`src/rtl/traffic_junction_ctrl_pkg.sv`:
```
// Shared types and defaults for the junction controller: phase encoding,
// lamp bundle and the per-phase lamp decode.
package traffic_pkg;

    typedef enum logic [3:0] {
        ALL_RED_A = 4'd0,
        NS_RA     = 4'd1,
        NS_G      = 4'd2,
        NS_A      = 4'd3,
        ALL_RED_B = 4'd4,
        EW_RA     = 4'd5,
        EW_G      = 4'd6,
        EW_A      = 4'd7,
        WALK      = 4'd8,
        FLASH     = 4'd9
    } phase_t;

    localparam int DEF_T_ALL_RED   = 2;
    localparam int DEF_T_RED_AMBER = 2;
    localparam int DEF_T_GREEN     = 8;
    localparam int DEF_T_AMBER     = 3;
    localparam int DEF_T_WALK      = 5;
    localparam int DEF_T_FLASH     = 4;

    typedef struct packed {
        logic ns_red;
        logic ns_amber;
        logic ns_green;
        logic ew_red;
        logic ew_amber;
        logic ew_green;
        logic walk;
    } lamps_t;

    localparam lamps_t LAMPS_RESET = '{ns_red: 1'b1, ew_red: 1'b1, default: 1'b0};

    // Moore lamp decode; flash_on only matters in FLASH.
    function automatic lamps_t lamps_for(phase_t p, logic flash_on);
        lamps_t l;
        l = '0;
        case (p)
            NS_RA:   begin l.ns_red = 1'b1; l.ns_amber = 1'b1; l.ew_red = 1'b1; end
            NS_G:    begin l.ns_green = 1'b1; l.ew_red = 1'b1; end
            NS_A:    begin l.ns_amber = 1'b1; l.ew_red = 1'b1; end
            EW_RA:   begin l.ew_red = 1'b1; l.ew_amber = 1'b1; l.ns_red = 1'b1; end
            EW_G:    begin l.ew_green = 1'b1; l.ns_red = 1'b1; end
            EW_A:    begin l.ew_amber = 1'b1; l.ns_red = 1'b1; end
            WALK:    begin l.ns_red = 1'b1; l.ew_red = 1'b1; l.walk = 1'b1; end
            FLASH:   begin l.ns_amber = flash_on; l.ew_amber = flash_on; end
            default: begin l.ns_red = 1'b1; l.ew_red = 1'b1; end
        endcase
        return l;
    endfunction

endpackage

```
`src/rtl/traffic_junction_ctrl_phase_timer.sv`:
```
// Phase down-counter: loads a value, decrements while enabled, flags zero.
module phase_timer #(
    parameter int               CNT_W   = 8,
    parameter logic [CNT_W-1:0] RST_VAL = '0
) (
    input  logic             clk,
    input  logic             rst,
    input  logic             load,
    input  logic             en,
    input  logic [CNT_W-1:0] load_val,
    output logic             done
);

    logic [CNT_W-1:0] count;

    // Load has priority over decrement; the counter parks at zero.
    always_ff @(posedge clk or posedge rst) begin
        if (rst)
            count <= RST_VAL;
        else if (load)
            count <= load_val;
        else if (en && count != '0)
            count <= count - 1'b1;
    end

    assign done = (count == '0);

endmodule

```
`src/rtl/traffic_junction_ctrl.sv`:
```
// Two-road junction controller with pedestrian walk insertion and a
// flashing-amber fault mode. Lamp outputs are registered decodes of the
// next state so they change on the same edge as the phase.
module traffic_junction_ctrl
    import traffic_pkg::*;
#(
    parameter int CNT_W       = 8,
    parameter int T_ALL_RED   = DEF_T_ALL_RED,
    parameter int T_RED_AMBER = DEF_T_RED_AMBER,
    parameter int T_GREEN     = DEF_T_GREEN,
    parameter int T_AMBER     = DEF_T_AMBER,
    parameter int T_WALK      = DEF_T_WALK,
    parameter int T_FLASH     = DEF_T_FLASH
) (
    input  logic       clk,
    input  logic       rst,
    input  logic       enable,
    input  logic       ped_req,
    input  logic       fault,
    output logic       ns_red,
    output logic       ns_amber,
    output logic       ns_green,
    output logic       ew_red,
    output logic       ew_amber,
    output logic       ew_green,
    output logic       walk,
    output logic       ped_ack,
    output logic [3:0] phase
);

    phase_t           state, state_nxt;
    phase_t           ret_state, ret_nxt;
    logic             flash_on, flash_nxt;
    logic             pending;
    logic             walk_entry;
    logic             tmr_load, tmr_en, tmr_done;
    logic [CNT_W-1:0] tmr_val;
    lamps_t           lamps_q, lamps_nxt;

    function automatic logic [CNT_W-1:0] load_for(phase_t p);
        case (p)
            NS_RA, EW_RA: return CNT_W'(T_RED_AMBER - 1);
            NS_G, EW_G:   return CNT_W'(T_GREEN - 1);
            NS_A, EW_A:   return CNT_W'(T_AMBER - 1);
            WALK:         return CNT_W'(T_WALK - 1);
            FLASH:        return CNT_W'(T_FLASH - 1);
            default:      return CNT_W'(T_ALL_RED - 1);
        endcase
    endfunction

    phase_timer #(
        .CNT_W   (CNT_W),
        .RST_VAL (CNT_W'(T_ALL_RED - 1))
    ) u_timer (
        .clk      (clk),
        .rst      (rst),
        .load     (tmr_load),
        .en       (tmr_en),
        .load_val (tmr_val),
        .done     (tmr_done)
    );

    // State register, walk return target and flash half-period phase.
    always_ff @(posedge clk or posedge rst) begin
        if (rst) begin
            state     <= ALL_RED_A;
            ret_state <= ALL_RED_A;
            flash_on  <= 1'b0;
        end else begin
            state     <= state_nxt;
            ret_state <= ret_nxt;
            flash_on  <= flash_nxt;
        end
    end

    // Next-state and timer control; fault overrides enable.
    always_comb begin
        state_nxt = state;
        ret_nxt   = ret_state;
        flash_nxt = flash_on;
        tmr_load  = 1'b0;
        tmr_en    = 1'b0;
        tmr_val   = '0;
        if (fault) begin
            state_nxt = FLASH;
            if (state != FLASH) begin
                flash_nxt = 1'b1;
                tmr_load  = 1'b1;
                tmr_val   = load_for(FLASH);
            end else if (tmr_done) begin
                flash_nxt = ~flash_on;
                tmr_load  = 1'b1;
                tmr_val   = load_for(FLASH);
            end else begin
                tmr_en = 1'b1;
            end
        end else if (state == FLASH) begin
            state_nxt = ALL_RED_A;
            flash_nxt = 1'b0;
            tmr_load  = 1'b1;
            tmr_val   = load_for(ALL_RED_A);
        end else if (enable) begin
            if (tmr_done) begin
                // WALK replaces the all-red phase after amber and then
                // resumes at that all-red phase, keeping road alternation.
                case (state)
                    ALL_RED_A: state_nxt = NS_RA;
                    NS_RA:     state_nxt = NS_G;
                    NS_G:      state_nxt = NS_A;
                    NS_A: begin
                        state_nxt = pending ? WALK : ALL_RED_B;
                        ret_nxt   = ALL_RED_B;
                    end
                    ALL_RED_B: state_nxt = EW_RA;
                    EW_RA:     state_nxt = EW_G;
                    EW_G:      state_nxt = EW_A;
                    EW_A: begin
                        state_nxt = pending ? WALK : ALL_RED_A;
                        ret_nxt   = ALL_RED_A;
                    end
                    WALK:      state_nxt = ret_state;
                    default:   state_nxt = ALL_RED_A;
                endcase
                tmr_load = 1'b1;
                tmr_val  = load_for(state_nxt);
            end else begin
                tmr_en = 1'b1;
            end
        end
    end

    assign walk_entry = (state_nxt == WALK) && (state != WALK);

    // Output decode of the upcoming state, captured by the output register.
    always_comb begin
        lamps_nxt = lamps_for(state_nxt, flash_nxt);
    end

    // Registered lamp drives and acknowledge pulse.
    always_ff @(posedge clk or posedge rst) begin
        if (rst) begin
            lamps_q <= LAMPS_RESET;
            ped_ack <= 1'b0;
        end else begin
            lamps_q <= lamps_nxt;
            ped_ack <= walk_entry;
        end
    end

    // Pedestrian request latch; serving the request wins over a new one.
    always_ff @(posedge clk or posedge rst) begin
        if (rst)
            pending <= 1'b0;
        else if (walk_entry)
            pending <= 1'b0;
        else if (ped_req && state != WALK)
            pending <= 1'b1;
    end

    assign ns_red   = lamps_q.ns_red;
    assign ns_amber = lamps_q.ns_amber;
    assign ns_green = lamps_q.ns_green;
    assign ew_red   = lamps_q.ew_red;
    assign ew_amber = lamps_q.ew_amber;
    assign ew_green = lamps_q.ew_green;
    assign walk     = lamps_q.walk;
    assign phase    = state;

endmodule

```
`config.mk`:
```
export PLATFORM = sky130hd
export DESIGN_NAME = traffic_junction_ctrl
export DESIGN_NICKNAME = d
export VERILOG_FILES = /design/src/rtl/traffic_junction_ctrl_pkg.sv /design/src/rtl/traffic_junction_ctrl_phase_timer.sv /design/src/rtl/traffic_junction_ctrl.sv
export SDC_FILE = /design/constraint.sdc
export NUM_CORES = 1
export LEC_CHECK = 0
export BUFFER_PORTS_ARGS = -buffer_cell sky130_fd_sc_hd__buf_2
export CAP_MARGIN = 10
export CORE_UTILIZATION = 40
export CTS_CLUSTER_SIZE = 14
export DETAILED_ROUTE_END_ITERATION = 12
export PLACE_DENSITY = 0.67
export SETUP_SLACK_MARGIN = 0.2
export SYNTH_ARGS = -nofsm -noshare
export SYNTH_HDL_FRONTEND = slang
export SYNTH_SLANG_ARGS = --single-unit
```
`constraint.sdc`:
```
create_clock -name clk -period 7.7 [get_ports clk]
set_clock_uncertainty 0.15 [all_clocks]
set_input_delay 0.77 -clock clk [delete_from_list [all_inputs] [get_ports clk]]
set_output_delay 0.77 -clock clk [all_outputs]
set_load 0.01 [all_outputs]
```
# ---- Word level (Yosys, flattened, before mapping)
# Memory sizes are Yosys's and may differ from the RTL's.
# Cells that the tools add are included.
dict set report op_classes {
  n_addsub 1
  n_eq_ne 19
  muxes 43
  bitwise 3
  n_reduce_logical 14
}
# operator n
set op_table {}
lappend op_table {{$mux 8} 6}
lappend op_table {{$mux 4} 10}
lappend op_table {{$pmux 4 s9} 1}
lappend op_table {{$eq 4x3->1 const B} 7}
lappend op_table {{$mux 1} 21}
lappend op_table {{$eq 4x2->1 const B} 4}
lappend op_table {{$eq 4x4->1 const B} 4}
lappend op_table {{$eq 4x1->1 const B} 2}
lappend op_table {{$logic_not 8->1} 1}
lappend op_table {{$ne 4x4->1 const B} 2}
lappend op_table {{$pmux 4 s2} 1}
lappend op_table {{$reduce_bool 8->1} 1}
lappend op_table {{$sub 8x1->8 const B} 1}
lappend op_table {{$reduce_bool 2->1} 3}
lappend op_table {{$reduce_or 3->1} 2}
lappend op_table {{$reduce_and 5->1} 1}
lappend op_table {{$logic_not 4->1} 1}
lappend op_table {{$mux 2} 2}
lappend op_table {{$pmux 1 s2} 2}
lappend op_table {{$reduce_or 2->1} 2}
lappend op_table {{$logic_and 1x1->1} 3}
lappend op_table {{$not 1->1} 3}
dict set report totals {
  reg_bits 26
  mem_bits_ro 48
  in_bits 5
  output_inout_bits 12
  wordCells 94
  memories 1
}
# memory depth word_bits rd rd_ports_with_merged_regs write_ports line
set memory_table {}
lappend memory_table {{(no name shown)} 16 3 1 0 0 traffic_junction_ctrl.sv:41} ;# case (p)

# ---- Depth between registers and ports, before layout
# Gate-level depths: netlist of run 1.
dict set report depth {
  ltp_word 13
  mapped_depth 8
  mapped_depth_nobuf 8
}

# ---- By module
# From an unflattened synthesis of run 1, not the netlist that was laid out.
dict set report hier_totals {
  hier_cells 144
  hier_area_um2 1362.6
}
# module instances cells_per_inst area_each_um2 seq_area_each_um2
set modules_own_cells {}
lappend modules_own_cells {traffic_junction_ctrl 1 91 865.8 377.9}
lappend modules_own_cells {phase_timer 1 53 496.7 201.4}

# ---- Least setup slack after synthesis of run 1
# Ideal clock, no wire load.
dict set report synth_timing {
  kind {input port to flip-flop}
  start {input enable}
  end {register pending}
  setup_time_ps 129
  arrival_ps 2224
  t_required_ps 7421
  slack_ps 5197
  cell_stages 6
  path_buffers 1
  path_cell_list {or4bb_1 or3_1 buf_6 nor4_4 a41oi_2 o41a_1}
}
dict set report synth_between {
  elab_chain_cells 6
  elab_cells_between_ends 7
  cone_classes {1 x eq/ne; 4 x mux; 2 x reduce/logical}
}
# element line
set synth_rtl {}
lappend synth_rtl {{start: declaration} traffic_junction_ctrl.sv:17} ;# input logic enable,
lappend synth_rtl {{$mux 4 (*)} traffic_junction_ctrl.sv:102} ;# end else if (enable) begin
lappend synth_rtl {{$mux 4 (*)} traffic_junction_ctrl.sv:97} ;# end else if (state == FLASH) begin
lappend synth_rtl {{$mux 4 (*)} traffic_junction_ctrl.sv:84} ;# if (fault) begin
lappend synth_rtl {{$eq 4x4->1 (*)} traffic_junction_ctrl.sv:132} ;# assign walk_entry = (state_nxt == WALK) && (state != WALK);
lappend synth_rtl {{$logic_and 1x1->1 (*)} traffic_junction_ctrl.sv:132}
lappend synth_rtl {{$mux 1 or $reduce_bool 2->1 (tied branches)} n/a}
lappend synth_rtl {{end signal: assignment} traffic_junction_ctrl.sv:153} ;# pending <= 1'b0;
lappend synth_rtl {{end signal: assignment} traffic_junction_ctrl.sv:155} ;# pending <= 1'b0;
lappend synth_rtl {{end signal: assignment} traffic_junction_ctrl.sv:157} ;# pending <= 1'b1;
lappend synth_rtl {{end: declaration} traffic_junction_ctrl.sv:34} ;# logic pending;
# Every way passes the cells marked *; elsewhere a longest branch is shown, timed or not.
# A chain may end at the register's enable or synchronous reset.

# ---- Worst setup path in the final report of run 1
dict set report layout_timing {
  start {register state[3] (netlist: phase[3])}
  end {register pending}
}
dict set report layout_between {
  elab_chain_cells 13
  elab_cells_between_ends 25
  cone_classes {11 x eq/ne; 10 x mux; 4 x reduce/logical}
}
# element line
set layout_rtl {}
lappend layout_rtl {{start: declaration} traffic_junction_ctrl.sv:31} ;# phase_t state, state_nxt;
lappend layout_rtl {{start signal: assignment} traffic_junction_ctrl.sv:70} ;# state <= state_nxt;
lappend layout_rtl {{$eq 4x4->1, or another cell as far along} traffic_junction_ctrl.sv:106} ;# case (state)
lappend layout_rtl {{$pmux 4 s9} traffic_junction_ctrl.sv:106}
lappend layout_rtl {{$mux 4} traffic_junction_ctrl.sv:103} ;# if (tmr_done) begin
lappend layout_rtl {{$mux 4} traffic_junction_ctrl.sv:102}
lappend layout_rtl {{$mux 4} traffic_junction_ctrl.sv:97}
lappend layout_rtl {{$mux 4} traffic_junction_ctrl.sv:84}
lappend layout_rtl {{$mux 4} traffic_junction_ctrl.sv:103}
lappend layout_rtl {{$mux 4} traffic_junction_ctrl.sv:102}
lappend layout_rtl {{$mux 4 (*)} traffic_junction_ctrl.sv:97}
lappend layout_rtl {{$mux 4 (*)} traffic_junction_ctrl.sv:84}
lappend layout_rtl {{named net state_nxt[2]} traffic_junction_ctrl.sv:31}
lappend layout_rtl {{$eq 4x4->1 (*)} traffic_junction_ctrl.sv:132}
lappend layout_rtl {{$logic_and 1x1->1 (*)} traffic_junction_ctrl.sv:132}
lappend layout_rtl {{$mux 1 or $reduce_bool 2->1 (tied branches)} n/a}
# The timed path passes the listed nets; every way through them passes the cells marked *. The select of a mux whose other input is x is not followed.

==> flow_metrics.env, run 1 <==
export IMPL_power_sequential_fraction=0.446
export IMPL_postRouteWirelength_mm=2.71
export IMPL_drt_iter0_markers=58
export IMPL_power_density_nw_per_um2=308
export IMPL_floorplan_die_height_um=59.5
export IMPL_crit_fanout=15
export IMPL_grt_setup_unrepaired="false"
export IMPL_overflow=0
export IMPL_worstSkewPairLatency_ns=0.31
export IMPL_synthFlopType="sky130_fd_sc_hd__dfrtp_1"
export IMPL_max_capacitance_violation_count=0
export IMPL_die_ar_um2=3540
export IMPL_worstSetupPathType="reg2reg"
export IMPL_netlist_instances=140
export IMPL_largest_net_degree_at_the_start_of_global_routing=24
export IMPL_die_w_um=59.5
export IMPL_timing_critical_path_required_ns=7.76
export IMPL_fmaxAchievable_mhz=327
export IMPL_switchingPower_mw=0.184
export IMPL_cts_tree="done"
export IMPL_synth_edf_count=0
export IMPL_netlist_cell_type_count=41
export IMPL_synth_warning_count=0
export IMPL_clock_power_share=0.125
export IMPL_synth_top_area_frac=0.379
export IMPL_via_count=1117
export IMPL_first_pass_grt_wire_length_mm=4.48
export IMPL_capturing_element_type_of_the_critical_path="register"
export IMPL_initial_utilization=0.426
export IMPL_ctsHtreeMaxLevel=1
export IMPL_worst_ir_drop_vdd_uv=131
export IMPL_clock_tree_buffer_depth=2
export IMPL_crit_path_arrival_time_ns=3.12
export IMPL_drc_errors=0
export IMPL_timing_final_setup_violations=0
export IMPL_fillerInstances=331
export IMPL_antenna_found_initial=0
export IMPL_syn_nets=147
export IMPL_syn_to_final_growth_pct=8.90
export IMPL_clk_root_buffer_cell="sky130_fd_sc_hd__clkbuf_4"
export IMPL_numCtsBuffers=3
export IMPL_cts_hold_repair_buffers=0
export IMPL_power_share_combinational=0.430
export IMPL_number_of_rows_created_at_floorplan=20
export IMPL_finalWorstPathRequiredPeriod_ns=3.06
export IMPL_post_synth_main_area_contributors="sky130_fd_sc_hd__dfrtp_1 38%, sky130_fd_sc_hd__dfstp_2 6.0%, sky130_fd_sc_hd__nor2_1 5.4%, sky130_fd_sc_hd__xor2_1 4.0%, sky130_fd_sc_hd__a21oi_1 3.4%"
export IMPL_placed_area_um2=1410
export IMPL_most_common_cell_after_layout_fill_and_taps_aside="sky130_fd_sc_hd__dfrtp_1"
export IMPL_p_int_mw=0.259
export IMPL_power_total_mw=0.443
export IMPL_async_reset_ff_frac=1.00
export IMPL_routed_via_density=5.67
export IMPL_p_leak_nw=0.660
export IMPL_clk_pin_slew_ns=0.12
export IMPL_grt_util_all_layers=0.169
export IMPL_synth_largest_area_cell="sky130_fd_sc_hd__dfrtp_1"
export IMPL_count_of_buffers_from_port_buffering=16
export IMPL_cts_resized=0
export IMPL_seq_area_frac_synth=0.438
export IMPL_ff_latch_count_synth=23
export IMPL_power_switching_fraction=0.416
export IMPL_syn_cell_area_um2=1320
export IMPL_worst_slew_pin_transition_ns=1.10
export IMPL_hold_path_class="reg2reg"
export IMPL_wire_per_inst_um=13.8
export IMPL_most_common_layout_cells="20 x sky130_fd_sc_hd__dfrtp_1, 19 x sky130_fd_sc_hd__nor2_1, 16 x sky130_fd_sc_hd__buf_2"
export IMPL_globalplace_congestion=0.841
export IMPL_postCtsSetupRepairBufs=0
export IMPL_first_global_vias=984
export IMPL_core_area_um2=3100
export IMPL_worst_setup_path_start_kind="register"
export IMPL_share_of_final_layout_standard_cells_stronger_than_drive_strength_1=0.183
export IMPL_clock_sink_count=23
export IMPL_timing_slew_headroom=0.258
export IMPL_num_antenna_cells=0
export IMPL_finish_net_count=161
export IMPL_drv_slew=0
export IMPL_outcome="finished clean"
export IMPL_boundaryPins=17
export IMPL_dr_pass1_iters=4
export IMPL_final_core_utilization=0.464
export IMPL_period_share=0.398
export IMPL_dp_final_hpwl_mm=2.01
export IMPL_antenna_violating_nets_post_route=0
export IMPL_final_setup_tns_ns=0
export IMPL_average_instance_area_after_synthesis_um2=9.44
export IMPL_hold_violations=0
export IMPL_finish_instance_area_um2=1440
[logic make-up (layout without fill, tap and decap cells)]
group,after synthesis,in the layout,share of synthesized area
adders and majority gates,2,2,0.0189
DFF,23,23,0.438
and+or+nand+nor,58,58,0.245
buffers and inverters,15,28,0.0568
xor gates and xnor gates,8,8,0.0530
AOI/OAI and AO/OA,34,34,0.188
[critical path, cell delays in order, from the launching register on]
cell	delay, ns
sky130_fd_sc_hd__dfrtp_1	0.67
sky130_fd_sc_hd__nor4bb_1	1.00
sky130_fd_sc_hd__nor2_1	0.25
sky130_fd_sc_hd__o211ai_1	0.25
sky130_fd_sc_hd__inv_1	0.20
sky130_fd_sc_hd__o41a_1	0.43
[area by class of cell]
cell class | instances | area, um2 | share of cell area
clock buffer | 3 | 22.5 | 0.0157
clock inverter | 1 | 5.00 | 0.00348
inverter | 8 | 30.0 | 0.0209
multi-input combinational | 102 | 667 | 0.463
sequential | 23 | 579 | 0.403
tap | 44 | 55.1 | 0.0383
timing repair buffer | 16 | 80.1 | 0.0557
[worst paths after layout]
kind / from / end / slack [ns] / depth (start not counted)
worst max-delay path: phase[3] / pending / 4.64 / 5
worst min-delay path: ret_state[2] / ret_state[2] / 0.37 / 2
worst max register to register: phase[3] / pending / 4.64 / 5
worst min register to register: ret_state[2] / ret_state[2] / 0.37 / 2
max in group asynchronous: rst / flash_on / 6.41 / 2
min in group asynchronous: rst / u_timer.count[5] / 0.46 / 2
[Yosys cell counts (2+ instances only)]
| cell type | number |
|---|---|
| sky130_fd_sc_hd__nor2b_1 | 2 |
| sky130_fd_sc_hd__clkbuf_1 | 3 |
| sky130_fd_sc_hd__nor4_1 | 2 |
| sky130_fd_sc_hd__buf_4 | 3 |
| sky130_fd_sc_hd__a41o_1 | 2 |
| sky130_fd_sc_hd__nor2_1 | 19 |
| sky130_fd_sc_hd__a21o_1 | 2 |
| sky130_fd_sc_hd__dfrtp_1 | 20 |
| sky130_fd_sc_hd__xor2_1 | 6 |
| sky130_fd_sc_hd__nor3_1 | 5 |
| sky130_fd_sc_hd__xnor2_1 | 2 |
| sky130_fd_sc_hd__nand2_1 | 11 |
| sky130_fd_sc_hd__o31a_1 | 2 |
| sky130_fd_sc_hd__o21ai_0 | 7 |
| sky130_fd_sc_hd__nor4bb_1 | 3 |
| sky130_fd_sc_hd__nand3_1 | 3 |
| sky130_fd_sc_hd__inv_1 | 8 |
| sky130_fd_sc_hd__a21oi_1 | 9 |
| sky130_fd_sc_hd__nand4_1 | 3 |
| sky130_fd_sc_hd__or3_1 | 2 |
| sky130_fd_sc_hd__dfstp_2 | 3 |
| sky130_fd_sc_hd__ha_1 | 2 |
| sky130_fd_sc_hd__o211ai_1 | 3 |
[sequential cells by signal, summed over array words and instances (netlist names)]
name           count
u_timer.count      8
phase              4
ew_amber           1
ew_green           1
ew_red             1
flash_on           1
ns_amber           1
ns_green           1
ns_red             1
ped_ack            1
pending            1
ret_state          1
walk               1
[routing by layer]
layer  global-route usage  vias to the layer above  part of all wire
met3               0.0284                        7             0.045
met1                0.242                      548              0.47
li1                     -                      531                 -
met5                    0                        -                 0
met4               0.0646                        0             0.018
met2                0.255                       31              0.47
[stage by stage]
step / setup slack [ns] / hold slack, ns / instances
4_1_cts: 4.66 / 0.377 / 197
3_3_place_gp: 4.81 / 0.346 / 193
3_5_place_dp: 4.68 / 0.348 / 193
2_1_floorplan: 5.20 / 0.313 / 140
6_report: 4.64 / 0.370 / 197
5_1_grt: 4.35 / 0.424 / 197
[power groups by stage]
| stage | clock, mW | sequential (mW) | combinational [mW] |
|---|---|---|---|
| global placement | 0 | 0.197 | 0.186 |
| finish | 0.0552 | 0.197 | 0.190 |
| global route | 0.0618 | 0.204 | 0.214 |
| floorplan | 0 | 0.190 | 0.157 |
| detailed placement | 0 | 0.199 | 0.190 |
| CTS | 0.0578 | 0.197 | 0.192 |
(Power assumes the default switching activity.)
==> run 2: changes to the inputs <==
PLACE_DENSITY = 0.69   (was 0.67)
clock period = 2.7 ns   (was 7.7 ns; I/O delays follow)
==> run 2 against run 1 <==
  * Combinational power rose to 3.2 times the previous value
  * First-iteration DRC count rose by 45%
  * Setup slack got worse by 4.4 ns
  * Sequential power rose to 2.8 times the previous value
  * Routed wire length rose by 12%
  * Die area did not move
  * Via count rose by 4.7%
  * Register-to-register slack got worse by 4.4 ns
  * Cell area rose by 5.0%
  * Clock-buffer cell count did not move
==> flow_metrics.env, run 2 (same netlist as run 1, synthesis figures left out) <==
export IMPL_outcome="finished clean"
export IMPL_timing_critical_path_max_delay_family="simple AND/OR/NAND/NOR gates"
export IMPL_largest_net_degree_at_the_start_of_global_routing=24
export IMPL_worst_hold_slack_ns=0.114
export IMPL_dr_pass1_iters=4
export IMPL_register_with_the_highest_flop_count="u_timer.count"
export IMPL_boundaryPins=17
export IMPL_clock_sink_count=23
export IMPL_clk_pin_slew_ns=0.13
export IMPL_finalWorstPathRequiredPeriod_ns=2.45
export IMPL_cts_tree="done"
export IMPL_hold_path_class="in2reg"
export IMPL_grt_util_all_layers=0.196
export IMPL_worstPathCellList="inv_2, ha_1, or4bb_4, or3_4, nor4_4, a41oi_2, o41a_1"
export IMPL_via_count=1170
export IMPL_count_of_buffers_from_port_buffering=16
export IMPL_antenna_found_initial=0
export IMPL_die_ar_um2=3540
export IMPL_worstSetupPathType="reg2reg"
export IMPL_timing_critical_path_required_ns=2.76
export IMPL_floorplan_die_height_um=59.5
export IMPL_critical_path_n_buffers_inverters=1
export IMPL_number_of_rows_created_at_floorplan=20
export IMPL_critPathSlowestCell="sky130_fd_sc_hd__or4bb_4"
export IMPL_cpPeakStageDelay_ns=0.48
export IMPL_power_density_nw_per_um2=880
export IMPL_die_w_um=59.5
export IMPL_clock_tree_buffer_depth=2
export IMPL_timing_final_setup_violations=0
export IMPL_max_capacitance_violation_count=0
export IMPL_worst_slew_pin_transition_ns=0.855
export IMPL_largest_register_ff_count=8
export IMPL_capturing_element_type_of_the_critical_path="register"
export IMPL_period_share=0.909
export IMPL_syn_to_final_growth_pct=14.3
export IMPL_layout_area_seq_um2=579
export IMPL_final_setup_tns_ns=0
export IMPL_drt_iter0_markers=84
export IMPL_antenna_violating_nets_post_route=0
export IMPL_drc_errors=0
export IMPL_fmaxAchievable_mhz=408
export IMPL_wire_per_inst_um=14.8
export IMPL_fillerInstances=314
export IMPL_most_common_cell_after_layout_fill_and_taps_aside="sky130_fd_sc_hd__dfrtp_1"
export IMPL_worst_ir_drop_vdd_uv=541
export IMPL_crit_fanout=4
export IMPL_share_of_final_layout_standard_cells_stronger_than_drive_strength_1=0.248
export IMPL_first_global_vias=1110
export IMPL_finish_net_count=169
export IMPL_worstSkewPairLatency_ns=0.31
export IMPL_clk_root_buffer_cell="sky130_fd_sc_hd__clkbuf_4"
export IMPL_worst_setup_path_start_kind="register"
export IMPL_num_antenna_cells=0
export IMPL_dp_final_hpwl_mm=2.17
export IMPL_hold_violations=0
export IMPL_multi_input_area_um2=676
export IMPL_timing_slew_headroom=0.429
export IMPL_overflow=0
export IMPL_routed_via_density=5.71
export IMPL_grt_setup_unrepaired="true"
export IMPL_ctsHtreeMaxLevel=1
export IMPL_core_area_um2=3100
export IMPL_first_pass_grt_wire_length_mm=5.09
export IMPL_initial_utilization=0.426
export IMPL_postRouteWirelength_mm=3.03
export IMPL_most_common_layout_cells="20 x sky130_fd_sc_hd__dfrtp_1, 19 x sky130_fd_sc_hd__nor2_1, 16 x sky130_fd_sc_hd__buf_2"
export IMPL_drv_slew=0
export IMPL_globalplace_congestion=0.883
export IMPL_numCtsBuffers=3
export IMPL_p_leak_nw=0.693
export IMPL_crit_path_arrival_time_ns=2.51
[run 2: power breakdown]
group / switching, mW / internal [mW] / total (mW)
registers: 0.113 / 0.446 / 0.559
logic: 0.341 / 0.271 / 0.612
clock network: 0.104 / 0.0554 / 0.159
total: 0.557 / 0.772 / 1.33
[run 2: final timing paths]
path                                  start      endpoint  slack [ns]  depth (start not counted)
setup / recovery           u_timer.count[1]       pending        0.25                          7
hold / removal                        fault        ns_red        0.11                          2
setup reg to reg           u_timer.count[1]       pending        0.25                          7
hold reg to reg                ret_state[2]  ret_state[2]        0.39                          2
max in group asynchronous               rst      ns_amber        1.36                          3
min in group asynchronous               rst      flash_on        0.51                          3
[run 2: stage by stage]
step	instances	power, mW	util	setup WS, ns	instance area, um2
2_1_floorplan	140	0.990	-	0.300	1320
3_3_place_gp	196	1.11	0.462	0.229	1430
3_5_place_dp	196	1.14	0.462	0.160	1430
4_1_cts	202	1.31	0.478	0.224	1480
5_1_grt	205	1.45	0.487	0.160	1510
6_report	205	1.33	0.487	0.246	1510
[run 2: final cells by class]
class	count	area share
clock buffer	3	0.0149
clock inverter	1	0.00331
inverter	8	0.0199
multi-input combinational	102	0.447
sequential	23	0.384
tap	44	0.0365
timing repair buffer	24	0.0944
[run 2: timing repair]
item                                    4_1_cts  5_1_grt
setup buffers                                 1        3
pin swaps                                     0        3
endpoints found under the setup margin        3        3
hold buffers                                  1        0
resized for setup                             2        3
endpoints found under the hold margin        20        0
[run 2: worst reg2reg max path: stages (launching register included)]
cell and delay (ns):
sky130_fd_sc_hd__dfrtp_1 0.42, sky130_fd_sc_hd__inv_2 0.07, sky130_fd_sc_hd__ha_1 0.14, sky130_fd_sc_hd__or4bb_4 0.48, sky130_fd_sc_hd__or3_4 0.42, sky130_fd_sc_hd__nor4_4 0.26
sky130_fd_sc_hd__a41oi_2 0.08, sky130_fd_sc_hd__o41a_1 0.34
[run 2: routing by layer]
layer	vias up	GRT usage	routed length [um]
met5	-	0	0
met1	556	0.244	1270
li1	552	-	-
met2	56	0.337	1550
met4	0	0.0544	49
met3	6	0.0459	158
==> run 3: changes to the inputs <==
PLACE_DENSITY = default   (was 0.69)
==> run 3 against run 2 <==
  * Sequential share of layout area decreased by 0.84 points
  * Register-to-register slack got worse by 0.02 ns
  * Sequential power down 3%
  * Clock power about the same
  * Cell count up 0.98%
  * Setup slack got worse by 0.019 ns
  * Hold slack improved by 0.013 ns
  * Global-route usage down 1.0 points
  * Critical path depth unchanged
  * Via count decreased by 4.0%
==> flow_metrics.env, run 3 (same netlist as run 1, synthesis figures left out) <==
export IMPL_outcome="finished clean"
export IMPL_capturing_element_type_of_the_critical_path="register"
export IMPL_drc_errors=0
export IMPL_timing_final_setup_violations=0
export IMPL_dp_final_hpwl_mm=2.15
export IMPL_fmaxAchievable_mhz=404
export IMPL_register_with_the_highest_flop_count="u_timer.count"
export IMPL_clock_tree_buffer_depth=2
export IMPL_timing_slew_headroom=0.410
export IMPL_p_leak_nw=0.705
export IMPL_largest_net_degree_at_the_start_of_global_routing=24
export IMPL_share_of_final_layout_standard_cells_stronger_than_drive_strength_1=0.270
export IMPL_met2RoutedLength_mm=1.49
export IMPL_most_common_layout_cells="20 x sky130_fd_sc_hd__dfrtp_1, 19 x sky130_fd_sc_hd__nor2_1, 16 x sky130_fd_sc_hd__buf_2"
export IMPL_m1WireLength_mm=1.41
export IMPL_numCtsBuffers=3
export IMPL_globalplace_congestion=0.848
export IMPL_power_density_nw_per_um2=888
export IMPL_worst_ir_drop_vdd_uv=391
export IMPL_num_antenna_cells=0
export IMPL_die_w_um=59.5
export IMPL_initial_utilization=0.426
export IMPL_hold_violations=0
export IMPL_number_of_rows_created_at_floorplan=20
export IMPL_via_count=1123
export IMPL_syn_to_final_growth_pct=16.9
export IMPL_finalWorstPathRequiredPeriod_ns=2.47
export IMPL_cts_tree="done"
export IMPL_worstSetupPathType="reg2reg"
export IMPL_largest_register_ff_count=8
export IMPL_clock_sink_count=23
export IMPL_grt_setup_unrepaired="true"
export IMPL_wire_per_inst_um=14.7
export IMPL_met3RoutedLength_um=97
export IMPL_worst_setup_path_start_kind="register"
export IMPL_crit_fanout=4
export IMPL_drv_slew=0
export IMPL_boundaryPins=17
export IMPL_antenna_violating_nets_post_route=0
export IMPL_dr_pass1_iters=4
export IMPL_drt_iter0_markers=39
export IMPL_postRouteWirelength_mm=3.04
export IMPL_most_common_cell_after_layout_fill_and_taps_aside="sky130_fd_sc_hd__dfrtp_1"
export IMPL_final_core_utilization=0.498
export IMPL_final_setup_tns_ns=0
export IMPL_routed_top_layer="met4"
export IMPL_overflow=0
export IMPL_core_area_um2=3100
export IMPL_worstSkewPairLatency_ns=0.31
export IMPL_clk_root_buffer_cell="sky130_fd_sc_hd__clkbuf_4"
export IMPL_first_pass_grt_wire_length_mm=4.82
export IMPL_die_ar_um2=3540
export IMPL_antenna_found_initial=0
export IMPL_grt_util_all_layers=0.186
export IMPL_crit_path_arrival_time_ns=2.52
export IMPL_period_share=0.916
export IMPL_routed_via_density=5.43
export IMPL_max_capacitance_violation_count=0
export IMPL_count_of_buffers_from_port_buffering=16
export IMPL_floorplan_die_height_um=59.5
export IMPL_first_global_vias=1036
export IMPL_hold_path_class="in2reg"
export IMPL_ctsHtreeMaxLevel=1
export IMPL_worst_slew_pin_transition_ns=0.885
export IMPL_timing_critical_path_required_ns=2.75
export IMPL_clk_pin_slew_ns=0.13
export IMPL_worst_hold_slack_ns=0.126
export IMPL_finish_net_count=171
run 3: cell count changes in the layout (fill, tap and decap cells not counted), sizes merged:
cell / previous run / this run
buf: 23 / 25
run 3: path summary, 6_finish.rpt:
path | startpoint | to | slack, ns | cells after the start
setup / recovery | u_timer.count[1] | pending | 0.23 | 7
hold / removal | fault | ew_red | 0.13 | 2
setup reg to reg | u_timer.count[1] | pending | 0.23 | 7
hold reg to reg | ret_state[2] | ret_state[2] | 0.39 | 2
max in group asynchronous | rst | u_timer.count[1] | 1.33 | 3
min in group asynchronous | rst | ew_amber | 0.53 | 3
run 3: timing repair:
item / in CTS / in global routing
setup buffers: 0 / 4
cloned: 0 / 0
pin swaps: 0 / 1
gates resized for setup: 3 / 5
setup endpoints to repair: 3 / 4
hold endpoints to repair: 11 / 0
hold buffers: 1 / 0
run 3: final cells by class:
cell class | count | area (um2)
inverters | 8 | 30.0
clock buffers | 3 | 22.5
repair buffers | 26 | 158
flip-flops and latches | 23 | 579
well taps | 44 | 55.1
fillers | 308 | 1560
clock inverters | 1 | 5.00
multi-input cells | 102 | 694
run 3: layer usage:
metal / up-vias / GRT usage
met3: 4 / 0.0262
met1: 538 / 0.240
met4: 0 / 0.0714
li1: 553 / -
met5: - / 0
met2: 28 / 0.313
run 3: critical path, stage by stage (launching register included):
cell	delay, ns
sky130_fd_sc_hd__dfrtp_1	0.43
sky130_fd_sc_hd__inv_2	0.10
sky130_fd_sc_hd__ha_4	0.13
sky130_fd_sc_hd__or4bb_4	0.55
sky130_fd_sc_hd__or3_4	0.39
sky130_fd_sc_hd__nor4_4	0.19
sky130_fd_sc_hd__a41oi_2	0.09
sky130_fd_sc_hd__o41a_1	0.35
run 3: metrics by stage:
| step | power, mW | cells | cell area, um2 | setup WS [ns] |
|---|---|---|---|---|
| 2_1_floorplan | 0.990 | 140 | 1320 | 0.300 |
| 3_3_place_gp | 1.13 | 198 | 1450 | 0.228 |
| 3_5_place_dp | 1.14 | 198 | 1450 | 0.132 |
| 4_1_cts | 1.31 | 203 | 1500 | 0.217 |
| 5_1_grt | 1.47 | 207 | 1540 | 0.135 |
| 6_report | 1.37 | 207 | 1540 | 0.228 |
run 3: where the power goes:
| part | leakage, nW | total [mW] | switching (mW) | internal (mW) |
|---|---|---|---|---|
| sequential | 0.288 | 0.545 | 0.0996 | 0.445 |
| clock | 0.0177 | 0.159 | 0.103 | 0.0554 |
| combinational | 0.399 | 0.667 | 0.363 | 0.304 |
| total | 0.705 | 1.37 | 0.566 | 0.805 |
